==> src/rtl/clmul_unit.sv <==
// Sequential carry-less multiplier for CLMUL / CLMULH / CLMULR.
// Consumes BITS_PER_CYCLE multiplier bits per cycle with a shift-XOR accumulator.
module clmul_unit #(
    parameter int BITS_PER_CYCLE = 4
) (
    input  logic        s_clk_i,
    input  logic        s_resetn_i,
    input  logic        s_valid_i,
    output logic        s_ready_o,
    input  logic [1:0]  s_mode_i,
    input  logic [31:0] s_op1_i,
    input  logic [31:0] s_op2_i,
    input  logic        s_flush_i,
    output logic        s_valid_o,
    output logic [31:0] s_result_o,
    input  logic        s_ack_i
);

    localparam int N     = 32 / BITS_PER_CYCLE;
    localparam int CNT_W = (N > 1) ? $clog2(N) : 1;

    typedef enum logic [1:0] {
        IDLE = 2'd0,
        BUSY = 2'd1,
        DONE = 2'd2
    } state_e;

    state_e             state_q;
    logic [63:0]        mcand_q;
    logic [31:0]        mplier_q;
    logic [1:0]         mode_q;
    logic [63:0]        acc_q;
    logic [CNT_W-1:0]   cnt_q;
    logic [31:0]        result_q;
    logic               valid_q;

    logic [63:0]        acc_d;
    logic [31:0]        result_d;

    // mcand_q is pre-shifted by c*BITS_PER_CYCLE and mplier_q pre-shifted right by the
    // same amount, so bit k of mplier_q is op2[c*BITS_PER_CYCLE+k].
    always_comb begin
        acc_d = acc_q;
        for (int k = 0; k < BITS_PER_CYCLE; k++) begin
            if (mplier_q[k]) begin
                acc_d = acc_d ^ (mcand_q << k);
            end
        end
    end

    always_comb begin
        result_d = 32'h0;
        case (mode_q)
            2'b00:   result_d = acc_d[31:0];
            2'b01:   result_d = acc_d[63:32];
            2'b10:   result_d = acc_d[62:31];
            default: result_d = 32'h0;
        endcase
    end

    always_ff @(posedge s_clk_i or negedge s_resetn_i) begin
        if (!s_resetn_i) begin
            state_q  <= IDLE;
            mcand_q  <= 64'h0;
            mplier_q <= 32'h0;
            mode_q   <= 2'b00;
            acc_q    <= 64'h0;
            cnt_q    <= '0;
            result_q <= 32'h0;
            valid_q  <= 1'b0;
        end else if (s_flush_i) begin
            state_q <= IDLE;
            valid_q <= 1'b0;
        end else begin
            case (state_q)
                IDLE: begin
                    if (s_valid_i) begin
                        mcand_q  <= {32'h0, s_op1_i};
                        mplier_q <= s_op2_i;
                        mode_q   <= s_mode_i;
                        acc_q    <= 64'h0;
                        cnt_q    <= '0;
                        state_q  <= BUSY;
                    end
                end
                BUSY: begin
                    acc_q    <= acc_d;
                    mcand_q  <= mcand_q << BITS_PER_CYCLE;
                    mplier_q <= mplier_q >> BITS_PER_CYCLE;
                    cnt_q    <= cnt_q + CNT_W'(1);
                    if (cnt_q == CNT_W'(N - 1)) begin
                        state_q  <= DONE;
                        result_q <= result_d;
                        valid_q  <= 1'b1;
                    end
                end
                DONE: begin
                    if (s_ack_i) begin
                        state_q <= IDLE;
                        valid_q <= 1'b0;
                    end
                end
                default: begin
                    state_q <= IDLE;
                    valid_q <= 1'b0;
                end
            endcase
        end
    end

    assign s_ready_o  = (state_q == IDLE);
    assign s_valid_o  = valid_q;
    assign s_result_o = result_q;

endmodule

==> config.mk <==
export PLATFORM = sky130hd
export DESIGN_NAME = clmul_unit
export DESIGN_NICKNAME = d
export VERILOG_FILES = /design/src/rtl/clmul_unit.sv
export SDC_FILE = /design/constraint.sdc
export NUM_CORES = 1
export LEC_CHECK = 0
export BUFFER_PORTS_ARGS = -buffer_cell sky130_fd_sc_hd__buf_4
export CAP_MARGIN = 10
export CORE_MARGIN = 3
export CORE_UTILIZATION = 38
export DETAILED_ROUTE_END_ITERATION = 6
export GPL_TIMING_DRIVEN = 0
export PLACE_DENSITY = 0.58
export SETUP_SLACK_MARGIN = 0.4
export SYNTH_ARGS = -nofsm -noshare
export SYNTH_HDL_FRONTEND = slang
export SYNTH_SLANG_ARGS = --single-unit
==> constraint.sdc <==
create_clock -name s_clk_i -period 2.2 [get_ports s_clk_i]
set_input_delay 0.33 -clock s_clk_i [delete_from_list [all_inputs] [get_ports s_clk_i]]
set_output_delay 0.33 -clock s_clk_i [all_outputs]
set_load 0.05 [all_outputs]
==> Yosys cells after proc, flatten, opt, wreduce, memory -nomap -nowiden <==
Index checks and enable logic that the tools add are counted.
{ "classes": {"addsub": 1, "eq_ne": 10, "n_mux": 22, "bitwise_logic": 5, "n_reduce_logical": 8} }
{ "op_table": {"columns": ["op", "count"], "rows": [
  ["2-to-1 mux 64 bit", 6],
  ["case mux 64 bit (2 select lines)", 2],
  ["bitwise XOR 64 bit", 4],
  ["case mux 32 bit (3 select lines)", 1],
  ["case mux 32 bit (2 select lines)", 1],
  ["2-to-1 mux 32 bit", 1],
  ["AND reduction 3 bit", 5],
  ["2-to-1 mux 2 bit", 4],
  ["!= test 3 bit (second input constant)", 2],
  ["case mux 2 bit (3 select lines)", 1],
  ["case mux 3 bit (2 select lines)", 1],
  ["equality test 2 x 1 -> 1 bit (second input constant)", 2],
  ["equality test 2 bit (second input constant)", 2],
  ["zero test 2 bit", 2],
  ["adder 3 x 1 -> 3 bit (second input constant)", 1],
  ["equality test 3 bit (second input constant)", 1],
  ["2-to-1 mux 1 bit", 3],
  ["2-to-1 mux 3 bit", 1],
  ["!= test 3 x 2 -> 1 bit (second input constant)", 1],
  ["case mux 1 bit (3 select lines)", 1],
  ["!= test 2 x 1 -> 1 bit (second input constant)", 1],
  ["!= test 2 bit (second input constant)", 1],
  ["nonzero test 2 bit", 1],
  ["inverter 1 bit", 1]
]} }
{ "word_totals": {"register_bits": 200, "inputBits": 71, "out_inout_bits": 34, "word_cells": 54} }

==> Logic depth before layout (Yosys ltp) <==
Gate-level depths: netlist of run 1.
{ "logic_depth": {"depth_word": 9, "depth_mapped": 10, "ltp_nobuf": 6} }

==> Worst setup path after synthesis of run 1 <==
No wires, ideal clock.
{ "synth_path": {"kind": "register to register", "startpoint": "register mplier_q[3]", "endpoint": "register result_q[10] (netlist: s_result_o[10])", "setup_ns": 0.073, "arrival_time_ns": 1.652, "required_time_ns": 2.127, "slack_ns": 0.474, "stages_incl_launch_ff": 9, "n_path_buf": 2, "period_less_slack_ns": 1.726, "path_cell_list": "dfrtp_1 buf_6 buf_6 nand2_4 xnor3_1 xnor2_1 nor2_1 o32a_1 a21oi_2"} }
{ "synth_via": {"elab_chain_cells": 2} }
{ "synth_lines": {"columns": ["element", "line_no", "rtl"], "rows": [
  ["from (decl)", "30", "logic [31:0] mplier_q;"],
  ["from (signal assigned)", "79", "mplier_q <= s_op2_i;"],
  ["from (signal assigned)", "89", "mplier_q <= mplier_q >> BITS_PER_CYCLE;"],
  ["2-to-1 mux 64 bit", "45", "if (mplier_q[k]) begin"],
  ["case mux 32 bit (3 select lines)", "53", "case (mode_q)"],
  ["to (signal assigned)", "93", "result_q <= result_d;"],
  ["to (decl)", "34", "logic [31:0] result_q;"]
]} }
Every way passes these cells.
A chain may end at the register's enable or synchronous reset.

==> Final worst setup path of run 1 <==
{ "layout_path": {"startpoint": "register mplier_q[0]", "endpoint": "register result_q[10] (netlist: s_result_o[10])"} }
{ "layout_via": {"elab_chain_cells": 8} }
{ "layout_lines": {"columns": ["element", "line_no", "rtl"], "rows": [
  ["2-to-1 mux 64 bit (*)", "45", null],
  ["bitwise XOR 64 bit", "46", "acc_d = acc_d ^ (mcand_q << k);"],
  ["2-to-1 mux 64 bit (*)", "45", null],
  ["bitwise XOR 64 bit", "46", null],
  ["2-to-1 mux 64 bit (*)", "45", null],
  ["bitwise XOR 64 bit", "46", null],
  ["2-to-1 mux 64 bit (*)", "45", null],
  ["case mux 32 bit (3 select lines) (*)", "53", null]
]} }
Every way passes the cells marked *; elsewhere a longest branch is shown, timed or not.

==> impl_metrics.csv, run 1 <==
group,metric,value,unit
logic_synthesis,syn_area,12000,µm²
power,p_leak,0.00841,µW
timing,fin_ws,62.8,ps
timing,slew_headroom,45.8,%
clock_network,clk_pin_slew,80,ps
power,power_switching,5820,µW
worst_setup_path,worst_path_most_repeated_cell,"buf_12",
clock_network,clk_latency,460,ps
placement,placed_cell_area,13300,µm²
global_routing,antenna_found_initial,0,
clock_network,clockBufferDepth,2,
placement,place_ws,-444,ps
clock_network,root_buffer,"clkbuf_16",
flow_run,maxCapViolations,0,
power,p_clk_share,21.5,%
placement,finalWeightedCongestion,0.915,
logic_synthesis,syn_area_per_cell,9.58,µm²
die,die-height,184,µm
global_routing,grt_max_degree,82,
placement,dpl.hpwl,27300,µm
worst_setup_path,start_kind,"flop",
timing,finClkSkew,11.3,ps
die,rows,64,
worst_setup_path,crit_chain,"buf_6, buf_12, buf_12, nand2_4, xnor3_1, xnor2_2, nor2_1, o32a_1, a21oi_2",
run_status,status,"finished, final reports clean",
global_routing,grt_usage,23.9,%
worst_setup_path,cp_top_family,"XOR/XNOR gates",
worst_setup_path,cpPeakStageDelay,430,ps
detailed_routing,ant_nets,0,
detailed_routing,dr.pass1.iters,5,
logic_synthesis,seq_area_frac_synth,41.7,%
worst_setup_path,cp.required,2580,ps
die,die_w,184,µm
logic_synthesis,synth_ff_type,"dfrtp_1",
global_routing,grt_pass1_wl,61800,µm
timing,fmax,468,MHz
clock_network,cts_max_level,4,
power,powerDensity,884,nW/µm²
timing,finalSetupViolations,0,
die,coreArea,30800,µm²
timing,fin_crit_sh,97.1,%
detailed_routing,vias,10600,
clock_network,cts_tree,"built",
worst_setup_path,criticalPathCategory,"flop to flop",
timing,final.min_clock_period,2140,ps
cells_and_area,drive_above_1_share,36.0,%
power,peakVddDrop,0.000593,V
worst_setup_path,arrival,2520,ps
global_routing,gr-total-overflow,0,
logic_synthesis,synthDistinctLibCells,49,
power,swShare,38.8,%
placement,portBuffers,104,
detailed_routing,wl,43200,µm
detailed_routing,routedWlPerCell,22.9,µm
logic_synthesis,ys_seq_elements,200,
logic_synthesis,ys_warn_count,0,
clock_network,clock-sinks,200,
logic_synthesis,async_reset_ff_share,100,%
power,power_frac_comb,46.1,%
clock_network,cts_made_buffers,17,
cells_and_area,syn2layout_area_growth,41.2,%
logic_synthesis,syn_nets,1326,
worst_setup_path,path_buf_inv,3,
detailed_routing,drc,0,
timing,hold_viol,0,
timing,drv_slew,0,
timing,worst_slew_pin_slew,813,ps
die,start_util,38.9,%
cells_and_area,nNetsFinal,1555,
power,p_seq_share,32.3,%
global_routing,first_global_vias,10300,
die,die_area,33700,µm²
cells_and_area,fin_util,54.9,%
cells_and_area,n_antenna_cell,0,
detailed_routing,via_per_inst,5.59,
die,pin_count,105,
worst_setup_path,critical_path_peak_fanout,7,
logic_synthesis,syn_inst,1253,
cells_and_area,final_area,16900,µm²
timing,final.setup.tns,0,ps
detailed_routing,drt_iter0_drc,989,
logic_synthesis,synth_edf_count,0,
worst_hold_path,holdCritPathClass,"input pin to flop",
timing,rsz0062_at_grt,"true",
worst_setup_path,cpMaxStageDelayCell,"dfrtp_1",
worst_setup_path,endpoint_kind,"flop",
power,p_int,9160,µW
worst min-delay path, delay by kind of cell:
family | cells | cell delay, ps
buffers and inverters | 1 | 70
AO/OA/AOI/OAI | 1 | 60
AND/OR/NAND/NOR | 1 | 40
layer usage:
| metal | wire length, µm | part of all wire [%] | vias to the layer above | GRT usage (%) |
|---|---|---|---|---|
| met5 | 0 | 0 | - | 0 |
| met4 | 1700 | 3.9 | 0 | 7.68 |
| met3 | 3740 | 8.6 | 116 | 4.21 |
| met2 | 19900 | 46 | 524 | 37.9 |
| met1 | 17900 | 41 | 5281 | 33.6 |
| li1 | - | - | 4655 | - |
synth_stat cells (6+ instances only):
library cell	instances	area [µm²]
mux2i_1	73	731
clkbuf_1	42	158
buf_1	7	26.3
a21oi_1	31	155
xnor2_1	92	806
buf_2	24	120
buf_4	6	45.0
nor2_1	38	143
xor2_1	75	657
xnor3_1	39	878
or3_1	6	37.5
o21a_1	13	97.6
nand2_1	348	1310
buf_6	11	124
a22o_1	86	753
dfrtp_1	200	5000
o21ai_0	111	556
layout make-up:
class,count,area (µm²)
Inverter,2,7.51
Tap cell,396,495
Clock inverter,15,153
Timing Repair Buffer,210,2060
Sequential cell,200,5010
Fill cell,2594,13900
Clock buffer,17,425
Multi-Input combinational cell,961,7870
Buffer,90,923
stage by stage:
| step | std cells | power, µW | hold WS (ps) |
|---|---|---|---|
| 2_1_floorplan | 1253 | 7420 | 34.4 |
| 3_3_place_gp | 1753 | 8890 | 461 |
| 3_5_place_dp | 1755 | 8960 | 247 |
| 4_1_cts | 1838 | 13600 | 79.1 |
| 5_1_grt | 1891 | 15500 | 90.1 |
| 6_report | 1891 | 15000 | 80.8 |
cells in the final DEF, fill, tap and decap left out, types with 5 or more instances in the layout:
cell / synthesis / layout
nand2_4: 1 / 33
clkbuf_2: 0 / 12
xor2_1: 75 / 44
or3_1: 6 / 5
clkbuf_1: 42 / 13
clkbuf_8: 0 / 5
clkbuf_4: 0 / 10
xnor3_2: 0 / 10
buf_12: 0 / 30
xnor3_1: 39 / 29
a22o_1: 86 / 86
xor2_2: 0 / 30
nand2_1: 348 / 278
inv_6: 0 / 8
buf_16: 0 / 5
buf_8: 0 / 8
a21oi_2: 1 / 6
buf_4: 6 / 171
clkbuf_16: 0 / 27
nor2_1: 38 / 34
xnor2_4: 0 / 5
xnor2_2: 2 / 74
o21ai_0: 111 / 76
a21oi_1: 31 / 26
xnor2_1: 92 / 15
mux2i_1: 73 / 71
o21ai_1: 1 / 32
buf_2: 24 / 10
dfrtp_1: 200 / 197
buf_6: 11 / 24
o21a_1: 13 / 13
nand2_2: 1 / 38
cells by family (layout without fill, tap and decap cells):
family / Yosys count / count (layout) / share of synthesized area [%]
mux: 73 / 73 / 6.09
simple gates: 408 / 408 / 13.3
xor+xnor: 208 / 208 / 19.8
flops: 200 / 200 / 41.7
buf+inv: 92 / 334 / 4.00
compound gates: 270 / 270 / 14.9
fa+ha+maj: 2 / 2 / 0.209
power groups by stage:
stage | sequential (µW) | clock (µW) | combinational [µW]
detailed placement | 4790 | 0 | 4170
global placement | 4770 | 0 | 4110
floorplan | 4720 | 0 | 2700
finish | 4840 | 3220 | 6910
global route | 4910 | 3380 | 7190
CTS | 4750 | 3250 | 5560
final timing paths:
check | start | to | slack, ps | cells after the start
worst max-delay path | mplier_q[0]$_DFFE_PN0P_ | s_result_o[10]$_DFFE_PN0P_ | 60 | 9
worst min-delay path | s_mode_i[1] | mode_q[1]$_DFFE_PN0P_ | 80 | 3
worst max register to register | mplier_q[0]$_DFFE_PN0P_ | s_result_o[10]$_DFFE_PN0P_ | 60 | 9
min in group asynchronous | s_resetn_i | acc_q[59]$_DFFE_PN0P_ | 350 | 2
max in group asynchronous | s_resetn_i | mcand_q[24]$_DFFE_PN0P_ | 680 | 4
worst min register to register | mplier_q[17]$_DFFE_PN0P_ | mplier_q[17]$_DFFE_PN0P_ | 480 | 2
state kept, by name, indices dropped and copies added (netlist names):
register / flops
acc_q: 64
mode_q: 2
s_result_o: 32
cnt_q: 3
mplier_q: 32
mcand_q: 64
state_q: 2
s_valid_o: 1
timing repair:
action	in CTS	in global routing
buffers inserted	47	43
hold endpoints to repair	42	0
endpoints found under the setup margin	195	195
pin swaps	55	168
cloned	3	10
gates resized for setup	214	267
hold buffers	1	0
Note: power is estimated with default switching activity, not from simulation.
==> run 2: changes to the inputs <==
--- a/config.mk
+++ b/config.mk
@@ -13,5 +13,5 @@
 export GPL_TIMING_DRIVEN = 0
 export PLACE_DENSITY = 0.58
-export SETUP_SLACK_MARGIN = 0.4
+export SETUP_SLACK_MARGIN = 0.1
 export SYNTH_ARGS = -nofsm -noshare
 export SYNTH_HDL_FRONTEND = slang
==> constraint.sdc (replaced) <==
create_clock -name s_clk_i -period 2.2 [get_ports s_clk_i]
set_input_delay 0 -clock s_clk_i [delete_from_list [all_inputs] [get_ports s_clk_i]]
set_output_delay 0 -clock s_clk_i [all_outputs]
set_load 0.05 [all_outputs]
==> impl_metrics.csv, run 2 (synthesized netlist as in run 1, its figures left out) <==
group,metric,value,unit
flow_run,maxCapViolations,0,
cells_and_area,syn2layout_area_growth,28.8,%
clock_network,clockBufferDepth,2,
detailed_routing,routedWlPerCell,21.0,µm
timing,finClkSkew,11.7,ps
placement,placed_cells,1755,
clock_network,cts_made_buffers,17,
timing,finalSetupViolations,0,
global_routing,antenna_found_initial,0,
die,die-height,184,µm
global_routing,grt_pass1_wl,61100,µm
timing,fin_ws,117,ps
cells_and_area,drive_above_1_share,19.8,%
timing,fin_crit_sh,94.7,%
timing,slew_headroom,46.5,%
power,finalPower,13400,µW
global_routing,gr-total-overflow,0,
timing,drv_slew,0,
cells_and_area,nNetsFinal,1549,
cells_and_area,n_antenna_cell,0,
cells_and_area,final_cell_mix,"nand2_1 (347), dfrtp_1 (198), buf_4 (134)",
worst_setup_path,arrival,2460,ps
clock_network,cts_tree,"built",
global_routing,grt_max_degree,82,
timing,rsz0062_at_grt,"true",
die,pin_count,105,
cells_and_area,reg.largest.list,"acc_q (64), mcand_q (64)",
cells_and_area,final_cells,1885,
clock_network,clk_latency,450,ps
detailed_routing,via_per_inst,5.38,
global_routing,first_global_vias,10300,
timing,hold_viol,0,
die,die_area,33700,µm²
die,coreArea,30800,µm²
worst_setup_path,cp.required,2580,ps
clock_network,clk_pin_slew,80,ps
clock_network,root_buffer,"clkbuf_16",
power,power_frac_comb,40.2,%
placement,place_ws,-444,ps
die,start_util,38.9,%
power,power_switching,5150,µW
die,rows,64,
timing,final.min_clock_period,2080,ps
run_status,status,"finished, final reports clean",
detailed_routing,ant_nets,0,
power,p_leak,0.00742,µW
placement,portBuffers,104,
power,p_int,8200,µW
clock_network,cts_max_level,4,
worst_setup_path,reg2reg_from,"mplier_q[2]$_DFFE_PN0P_",
worst_setup_path,endpoint_kind,"flop",
worst_setup_path,criticalPathCategory,"flop to flop",
power,peakVddDrop,0.000580,V
power,swShare,38.6,%
power,p_clk_share,24.1,%
detailed_routing,wl,39600,µm
timing,final.setup.tns,0,ps
power,powerDensity,864,nW/µm²
placement,dpl.hpwl,27300,µm
worst_setup_path,critical_path_peak_fanout,10,
global_routing,grt_usage,23.6,%
timing,fmax,480,MHz
worst_hold_path,holdCritPathClass,"input pin to asynchronous set/reset pin",
cells_and_area,final_common_cell,"nand2_1",
timing,worst_slew_pin_slew,803,ps
detailed_routing,vias,10100,
die,die_w,184,µm
worst_setup_path,start_kind,"flop",
power,p_seq_share,35.7,%
detailed_routing,drc,0,
placement,finalWeightedCongestion,0.915,
worst_setup_path,timing.critical_path.from,"mplier_q[2]$_DFFE_PN0P_",
detailed_routing,drt_iter0_drc,774,
detailed_routing,dr.pass1.iters,5,
clock_network,clock-sinks,200,
## run 2: cell types whose count changed in the layout (fill, tap and decap cells not counted), sizes merged
cell         previous run  this run
buf                   249       180
clkbuf                 67        60
dlygate4sd3             1        71
## run 2: per-layer routing
layer	part of all wire (%)	GRT usage, %	vias to the layer above
met5	0	0	-
met4	2.5	7.59	0
met3	6.4	4.51	61
met2	46	37.1	395
met1	45	33.1	5017
li1	-	-	4673
## run 2: power groups by stage
stage | clock network (µW) | logic [µW] | registers (µW)
2_1_floorplan | 0 | 2700 | 4720
3_3_place_gp | 0 | 4110 | 4770
3_5_place_dp | 0 | 4170 | 4790
4_1_cts | 3250 | 4820 | 4730
5_1_grt | 3380 | 5700 | 4830
6_report | 3220 | 5370 | 4760
## run 2: path summary, 6_finish.rpt
check                                        endpoint  slack, ps  cells past startpoint
hold reg to reg              mplier_q[17]$_DFFE_PN0P_        480                      2
hold / removal                  acc_q[59]$_DFFE_PN0P_         20                      2
setup reg to reg           s_result_o[10]$_DFFE_PN0P_        120                      9
min in group s_clk_i            mode_q[0]$_DFFE_PN0P_        320                      4
max in group asynchronous      mcand_q[2]$_DFFE_PN0P_       1010                      4
setup / recovery           s_result_o[10]$_DFFE_PN0P_        120                      9
## run 2: critical path, stage by stage (launching register included)
cell     delay, ps
dfrtp_1        370
buf_12         160
buf_12         160
buf_12         160
nand2_1         90
xor2_2         170
xnor2_2        280
nor2_1          80
o32a_1         380
a21oi_2        140
## run 2: area by class of cell
| type | count | area (µm²) |
|---|---|---|
| tap | 396 | 495 |
| inverter | 2 | 7.51 |
| timing repair buffer | 204 | 1760 |
| clock inverter | 15 | 153 |
| clock buffer | 17 | 425 |
| buffer | 90 | 698 |
| fill | 2772 | 15400 |
| multi-input combinational | 961 | 6910 |
| sequential | 200 | 5010 |
## run 2: stage by stage
step	utilization [%]	cell area, µm²	hold WS [ps]
4_1_cts	48.7	15000	38.7
5_1_grt	50.1	15500	62.3
6_report	50.1	15500	19.8
3_5_place_dp	43.3	13300	-82.9
3_3_place_gp	43.1	13300	211
2_1_floorplan	-	12000	-296
## run 2: repair_timing
item,4_1_cts,5_1_grt
resized for setup,87,72
setup endpoints to repair,169,140
hold buffers,71,0
buffers inserted,9,18
hold endpoints to repair,188,0
pin swaps,13,27
